**src/rtl/apu_pkg.sv**
```systemverilog
// Shared APU length-counter definitions: the 32-entry length table and its lookup.
package apu_pkg;

  localparam int unsigned LEN_W = 8;

  typedef logic [4:0] len_idx_t;

  localparam logic [LEN_W-1:0] LEN_TABLE [32] = '{
    8'd10,  8'd254, 8'd20,  8'd2,  8'd40, 8'd4,  8'd80, 8'd6,
    8'd160, 8'd8,   8'd60,  8'd10, 8'd14, 8'd12, 8'd26, 8'd14,
    8'd12,  8'd16,  8'd24,  8'd18, 8'd48, 8'd20, 8'd96, 8'd22,
    8'd192, 8'd24,  8'd72,  8'd26, 8'd16, 8'd28, 8'd32, 8'd30
  };

  // Returns the 8-bit table entry; callers zero-extend to their counter width.
  function automatic logic [LEN_W-1:0] len_lookup(input len_idx_t idx);
    return LEN_TABLE[idx];
  endfunction

endpackage

```
**src/rtl/length_counter_ch.sv**
```systemverilog
// One APU length-counter channel: count/expired registers and the update priority.
// Optional hardware reload quirk selected by LC_RELOAD_QUIRK_EN.
module length_counter_ch
  import apu_pkg::*;
#(
  parameter int unsigned CNT_W = 8
) (
  input  logic     clk,
  input  logic     rst,
  input  logic     clk_en,
  input  logic     half_frame,
  input  logic     load,
  input  len_idx_t load_idx,
  input  logic     halt,
  input  logic     enable,
  output logic     non_zero,
  output logic     expired
);

  logic [CNT_W-1:0] count_q, count_d;
  logic             expired_q, expired_d;
  logic             dec_fire;
  logic             load_take;
  logic             rule3;

  always_comb begin
    count_d   = count_q;
    expired_d = expired_q;
    dec_fire  = 1'b0;
    load_take = load;
    rule3     = 1'b0;
    if (clk_en) begin
      dec_fire = half_frame && !halt && (count_q != '0);
`ifdef LC_RELOAD_QUIRK_EN
      // A reload coinciding with a live decrement is lost on real hardware.
      if (dec_fire) load_take = 1'b0;
`endif
      rule3 = enable && !load_take && dec_fire;
      if (!enable)        count_d = '0;
      else if (load_take) count_d = CNT_W'(len_lookup(load_idx));
      else if (dec_fire)  count_d = count_q - CNT_W'(1);
      expired_d = rule3 && (count_q == CNT_W'(1));
    end
  end

  always_ff @(posedge clk) begin
    if (rst) begin
      count_q   <= '0;
      expired_q <= 1'b0;
    end else begin
      count_q   <= count_d;
      expired_q <= expired_d;
    end
  end

  assign non_zero = (count_q != '0);
  assign expired  = expired_q;

endmodule

```
**src/rtl/length_counter_bank.sv**
```systemverilog
// Bank of NUM_CH APU length counters sharing one write port and half-frame tick.
// Optional reload quirk: define LC_RELOAD_QUIRK_EN.
module length_counter_bank
  import apu_pkg::*;
#(
  parameter int unsigned NUM_CH = 4,
  parameter int unsigned CNT_W  = 8,
  parameter int unsigned CH_W   = (NUM_CH > 1) ? $clog2(NUM_CH) : 1
) (
  input  logic              clk,
  input  logic              rst,
  input  logic              clk_en,
  input  logic              half_frame,
  input  logic              load,
  input  logic [CH_W-1:0]   load_ch,
  input  logic [4:0]        load_idx,
  input  logic [NUM_CH-1:0] halt,
  input  logic [NUM_CH-1:0] enable,
  output logic [NUM_CH-1:0] non_zero,
  output logic [NUM_CH-1:0] expired
);

  logic [NUM_CH-1:0] ch_load;

  // Selects beyond NUM_CH-1 match no channel, so such loads vanish.
  always_comb begin
    ch_load = '0;
    for (int unsigned i = 0; i < NUM_CH; i++) begin
      if (load && (load_ch == CH_W'(i))) ch_load[i] = 1'b1;
    end
  end

  for (genvar g = 0; g < NUM_CH; g++) begin : g_ch
    length_counter_ch #(
      .CNT_W(CNT_W)
    ) u_ch (
      .clk        (clk),
      .rst        (rst),
      .clk_en     (clk_en),
      .half_frame (half_frame),
      .load       (ch_load[g]),
      .load_idx   (len_idx_t'(load_idx)),
      .halt       (halt[g]),
      .enable     (enable[g]),
      .non_zero   (non_zero[g]),
      .expired    (expired[g])
    );
  end

endmodule

```
**config.mk**
```make
export PLATFORM = sky130hd
export DESIGN_NAME = length_counter_bank
export DESIGN_NICKNAME = d
export VERILOG_FILES = /design/src/rtl/apu_pkg.sv /design/src/rtl/length_counter_ch.sv /design/src/rtl/length_counter_bank.sv
export SDC_FILE = /design/constraint.sdc
export NUM_CORES = 1
export LEC_CHECK = 0
export ABC_CLOCK_PERIOD_IN_PS = 2450
export BUFFER_PORTS_ARGS = -buffer_cell sky130_fd_sc_hd__buf_2
export CORE_ASPECT_RATIO = 0.9
export CORE_MARGIN = 2
export CORE_UTILIZATION = 55
export CTS_BUF_LIST = sky130_fd_sc_hd__clkbuf_2
export CTS_CLUSTER_SIZE = 10
export DETAILED_ROUTE_END_ITERATION = 8
export GPL_TIMING_DRIVEN = 1
export HOLD_SLACK_MARGIN = 0.06
export PLACE_DENSITY = 0.77
export RECOVER_POWER = 25
export SLEW_MARGIN = 20
export SYNTH_ARGS = -nofsm -noshare
export SYNTH_HDL_FRONTEND = slang
export SYNTH_SLANG_ARGS = --single-unit
```
**constraint.sdc**
```tcl
create_clock -name clk -period 2.45 [get_ports clk]
set_clock_uncertainty 0.05 [all_clocks]
set_input_delay 0.49 -clock clk [delete_from_list [all_inputs] [get_ports clk]]
set_output_delay 0.49 -clock clk [all_outputs]
set_load 0.01 [all_outputs]
```
Yosys cells after proc, flatten, opt, wreduce, memory -nomap -nowiden

Memory sizes are Yosys's and may differ from the RTL's.
Index checks and enable logic that the tools add are counted.

Logic and storage cells: 85
Output and inout bits: 8
Bits in registers: 36
Input bits: 20
Memory bits (read-only): 256
Memories kept: 1

Bitwise operators: 1
Eq/ne operators: 11
$lt $le $gt $ge: 1
Muxes and demuxes: 18
Add/subtract/negate cells: 4
Reductions and logical operators: 41

Memory list:

| name            | depth | width | read ports | clocked after memory_dff | write ports | RTL line      | source |
|---|---|---|---|---|---|---|---|
| (no name shown) | 32    | 8     | 1          | 0                        | 0           | apu_pkg.sv:17 | `return LEN_TABLE[idx];` |

Operators by type and width:

| operator                                              | number |
|---|---|
| 2-to-1 mux 8 bit                                      | 14 |
| == test 8 x 1 -> 1 bit, second input constant         | 4 |
| nonzero test 8 bit                                    | 4 |
| subtractor 8 x 1 -> 8 bit, second input constant      | 4 |
| logical AND 1 bit                                     | 24 |
| inequality test 3 x 1 -> 1 bit, second input constant | 4 |
| logical NOT 1 bit                                     | 8 |
| AND reduction 2 bit                                   | 4 |
| >= comparator 6 bit, second input constant            | 1 |
| inverter 5 -> 6 bit                                   | 1 |
| == test 2 bit, second input constant                  | 2 |
| 2-to-1 mux 1 bit                                      | 4 |
| == test 2 x 1 -> 1 bit, second input constant         | 1 |
| logical NOT 2 bit                                     | 1 |

Depth between registers and ports, before layout

Depth after elaboration: 7
Gate-level depth with buffers: 7
Depth with buffers taken out: 7

Cells and area by module

From an unflattened synthesis, not the netlist that was laid out.

Cell total of the unflattened synthesis: 518
Area total of the unflattened synthesis: 4121.5 µm²

Modules (own cells, without submodules):

| module                                | cells each | seq. area each (µm²) | area each (µm²) | times used |
|---|---|---|---|---|
| length_counter_ch at g_ch[2].u_ch ... | 131        | 180.2                | 1059.8          | 2 |
| length_counter_ch at g_ch[0].u_ch ... | 126        | 180.2                | 982.2           | 2 |
| length_counter_bank                   | 4          | 0.0                  | 37.5            | 1 |

Worst setup path before layout

No wires, ideal clock.

Path type: register to register
Start: register g_ch[0].u_ch.count_q[4]
End: register g_ch[0].u_ch.count_q[2]
Library setup time: 136 ps
Buffers on the path: 0
Cell stages (with the launch flop): 6
Data arrival time: 2021 ps
Data required time: 2264 ps
Path slack: 243 ps
Period minus slack after synthesis: 2207 ps
Path through: dfxtp_1 > or4_4 > or4b_4 > a22oi_1 > nand3b_1 > o221ai_1

Cells in the longest elaborated chain, start to end: 4

Ends and longest elaborated chain:

| what                                     | RTL line                | source |
|---|---|---|
| start: declaration                       | length_counter_ch.sv:20 | `logic [CNT_W-1:0] count_q, count_d;` |
| start signal: assignment                 | length_counter_ch.sv:51 | `count_q <= count_d;` |
| nonzero test 8 bit                       | --                      |  |
| named net g_ch[0].u_ch.non_zero          | length_counter_ch.sv:16 | `output logic non_zero,` |
| logical AND 1 bit                        | length_counter_ch.sv:33 | `dec_fire = half_frame && !halt && (count_q != '0);` |
| inequality test 3 x 1 -> 1 bit (no line) | --                      |  |
| AND reduction 2 bit (no line)            | --                      |  |

The timed path passes the listed nets, and every way through them passes these cells.
A chain may end at the register's enable or synchronous reset.

Worst setup path in the final report

Start: register g_ch[0].u_ch.count_q[5]
End: output non_zero[0]

Cells in the longest elaborated chain, start to end: 1

Ends and longest elaborated chain:

| what               | RTL line                  | source |
|---|---|---|
| nonzero test 8 bit | length_counter_ch.sv:56   | `assign non_zero = (count_q != '0);` |
| end: declaration   | length_counter_bank.sv:19 | `output logic [NUM_CH-1:0] non_zero,` |

Every way passes these cells.

==> summary.txt <==
Route
  – DR vias: 2940
  – DRC viols: 0
  – Post-Route WL: 7397 um
  – Wire per inst: 15.64 um
  – Pre-antenna DRT Iters: 6
  – DRC marker count from the first detailed-route iteration: 276
  – DRT antenna net count: 0
  – Via density: 6.216

Synthesis
  – Mapped Nets: 414
  – Yosys warning count: 0
  – Seq/Total Area, Yosys: 25.65%
  – Top cells by count, synth: a21oi_1 (36), dfxtp_1 (36), nand2_1 (36), o21ai_0 (26), nor2_1 (23)
  – Synth area leaders: dfxtp_1 (26%), ha_1 (8.0%), a21oi_1 (6.4%)
  – Yosys top cell by area: dfxtp_1
  – FF+latch count, synth: 36
  – Post-Syn Area per Cell: 7.474 um^2
  – Fraction of registers with async set/reset: 0%
  – Synth top area share: 25.65%
  – Main synth FF type: dfxtp_1
  – Area of the mapped netlist: 2810 um^2
  – Unique masters post-synth: 60
  – Gate Count Post-Synth: 376
  – Number of synthesized flops with an enable pin: 0

Die
  – Height of the die: 71.81 um
  – Total I/O pin count: 28
  – Initial Utilization: 57.41%
  – # rows: 24
  – Die width: 79.35 um
  – DIE AREA: 5698 um^2
  – CORE AREA: 4895 um^2

GRT
  – All-Layer GR Usage: 26.29%
  – Routing usage on met2: 42.09%
  – Vias in the first global route: 2551
  – Grt ovf: 0
  – First-pass GRT wire length: 11960 um
  – GR peak layer: met2
  – GRT met3 Usage: 4.912%
  – GR Layer Usage met1: 36.26%
  – Largest net degree at the start of global routing: 21
  – Initial antenna violation count: 0

STA
  – RSZ-0062 raised after global routing: true
  – Setup WS post-layout: -30.12 ps
  – Peak Freq: 0.4032 GHz
  – Count of pins over their slew limit: 0
  – # setup viols final: 1
  – Max_slew headroom: 43.08%
  – Fin crit share: 101.2%
  – Minimum clock period: 2480 ps
  – Least-Margin Pin Slew: 848.1 ps
  – Final Hold Fails: 0

Final layout
  – Antenna fix cells: 0
  – Share of cells above drive strength 1: 16.42%
  – Fin nets: 445
  – Fill cells: 441
  – Area grow syn2layout: 10.51%

Setup path
  – Reg2reg end: g_ch[0].u_ch.count_q[2]$_SDFFE_PP0P_
  – WP data required: 1910 ps
  – R2R Setup Slk: 60 ps
  – Nature of the critical path startpoint: flop
  – Nature of the critical path endpoint: primary output
  – Crit Reg-Reg Startpoint: g_ch[0].u_ch.count_q[5]$_SDFFE_PP0P_
  – CP Max Fanout: 2
  – R2R depth: 7
  – Worst Path Arrival: 1940 ps
  – Crit Path Class: flop to primary output

Run status
  – Status: finished with violations
  – Failing checks: setup timing

Placed design
  – Port-buffer cells: 27
  – RePlAce Congestion: 0.9076
  – Dpl ws: -2.524 ps
  – Hpwl dp: 5395 um

Hold path
  – Min-Delay Path Class: primary input to flop
  – Hold Path Origin: enable[2]
  – WHS Path Cells: 3
  – Hold Crit Endpoint: g_ch[2].u_ch.count_q[0]$_SDFFE_PP0P_

CTS
  – Clock-pin slew on the worst setup and hold paths: 190 ps
  – CTS Sinks: 36
  – Clock Path Buffers: 2
  – Cts bufs inserted: 5
  – Worst skew pair latency: 410 ps
  – H-tree Lvls: 2
  – CTS tree: yes
  – Hold buffer count at cts: 0
  – Clock root cell: clkbuf_2

Pwr
  – Peak supply drop: 0.0004101 V
  – Leak Pwr: 1.285 nW
  – Tot Pwr: 1.385 mW
  – Pwr/cell area: 445.9 nW/um^2

Flow run
  – Max-Cap Viols: 0
worst max-delay path, stage by stage, from the launching register on:
cell     delay (ps)
dfxtp_2         360
or4_4           530
or4b_4          510
buf_6           140
metrics by stage:
step | hold slack (ps) | area (um^2) | TNS, ps | utilization (%) | instances
4_1_cts | 282.0 | 3102 | -24.69 | 63.37 | 472
5_1_grt | 292.4 | 3105 | -68.51 | 63.45 | 473
6_report | 296.1 | 3105 | -30.12 | 63.45 | 473
2_1_floorplan | 378.5 | 2810 | 0 | - | 376
3_5_place_dp | 391.6 | 3030 | -2.524 | 61.91 | 461
3_3_place_gp | 392.6 | 3030 | 0 | 61.91 | 461
placed cells by master, fill, tap and decap left out, types with 4 or more instances in the layout:
cell,netlist,layout
o22ai_1,6,6
nand3b_1,5,5
nor3b_1,8,8
clkbuf_2,0,5
a2bb2oi_1,4,4
nor3_1,17,17
nor4_1,10,10
inv_1,21,21
nor2b_1,4,4
nand4_1,6,6
nand2b_1,9,9
nand3_1,15,15
or3_1,4,4
ha_1,18,18
nor2_1,23,23
buf_4,8,19
dfxtp_1,36,33
buf_2,0,22
a21oi_1,36,36
clkbuf_1,14,5
o21ai_0,26,26
nand2_1,36,36
power breakdown:
part	internal [mW]	leakage, nW	switching, mW	total [mW]
registers	0.608	0.293	0.0242	0.633
logic	0.210	0.962	0.261	0.471
clock network	0.0640	0.0302	0.217	0.281
total	0.883	1.29	0.502	1.38
worst max-delay path by stage:
stage | start | to | cells past startpoint
floorplan | g_ch[0].u_ch.count_q[4]$_SDFFE_PP0P_ | g_ch[0].u_ch.count_q[2]$_SDFFE_PP0P_ | 5
global placement | load_idx[0] | g_ch[0].u_ch.count_q[2]$_SDFFE_PP0P_ | 8
detailed placement | load_idx[0] | g_ch[0].u_ch.count_q[2]$_SDFFE_PP0P_ | 8
CTS | g_ch[0].u_ch.count_q[5]$_SDFFE_PP0P_ | non_zero[0] | 3
global route | g_ch[0].u_ch.count_q[5]$_SDFFE_PP0P_ | non_zero[0] | 3
finish | g_ch[0].u_ch.count_q[5]$_SDFFE_PP0P_ | non_zero[0] | 3
layer usage:
metal	part of all wire (%)	wire length, um	vias up
met4	1.4	106	0
met2	46	3393	138
met3	7.9	587	12
met5	0	0	-
li1	-	-	1453
met1	45	3309	1337
final cells by class:
cell class / instances / area (um^2) / share of cell area, %
multi-input cells: 296 / 1899 / 61.16
flip-flops and latches: 36 / 724.4 / 23.33
repair buffers: 47 / 282.8 / 9.106
well taps: 65 / 81.33 / 2.619
inverters: 21 / 78.83 / 2.538
clock buffers: 5 / 25.02 / 0.8058
clock inverters: 3 / 13.76 / 0.4432
logic make-up (layout without fill, tap and decap cells):
kind of cell               Yosys count  count (layout)  synth area share, %
buffers and inverters               44              76                6.946
adders and majority gates           18              18                8.014
and+or+nand+nor                    156             156                29.79
DFF                                 36              36                25.65
AOI/OAI and AO/OA                  119             119                28.54
muxes                                3               3                1.069
sequential cells by signal, summed over array words and instances, names as in the netlist:
signal / count
g_ch.u_ch.count_q: 32
g_ch.u_ch.expired: 4
repair_timing:
item / CTS / global route
endpoints found under the setup margin: 1 / 5
pin swaps: 2 / 1
resized for setup: 5 / 1
buffers inserted: 3 / 1
No activity file was read; power rests on OpenSTA's default activity.
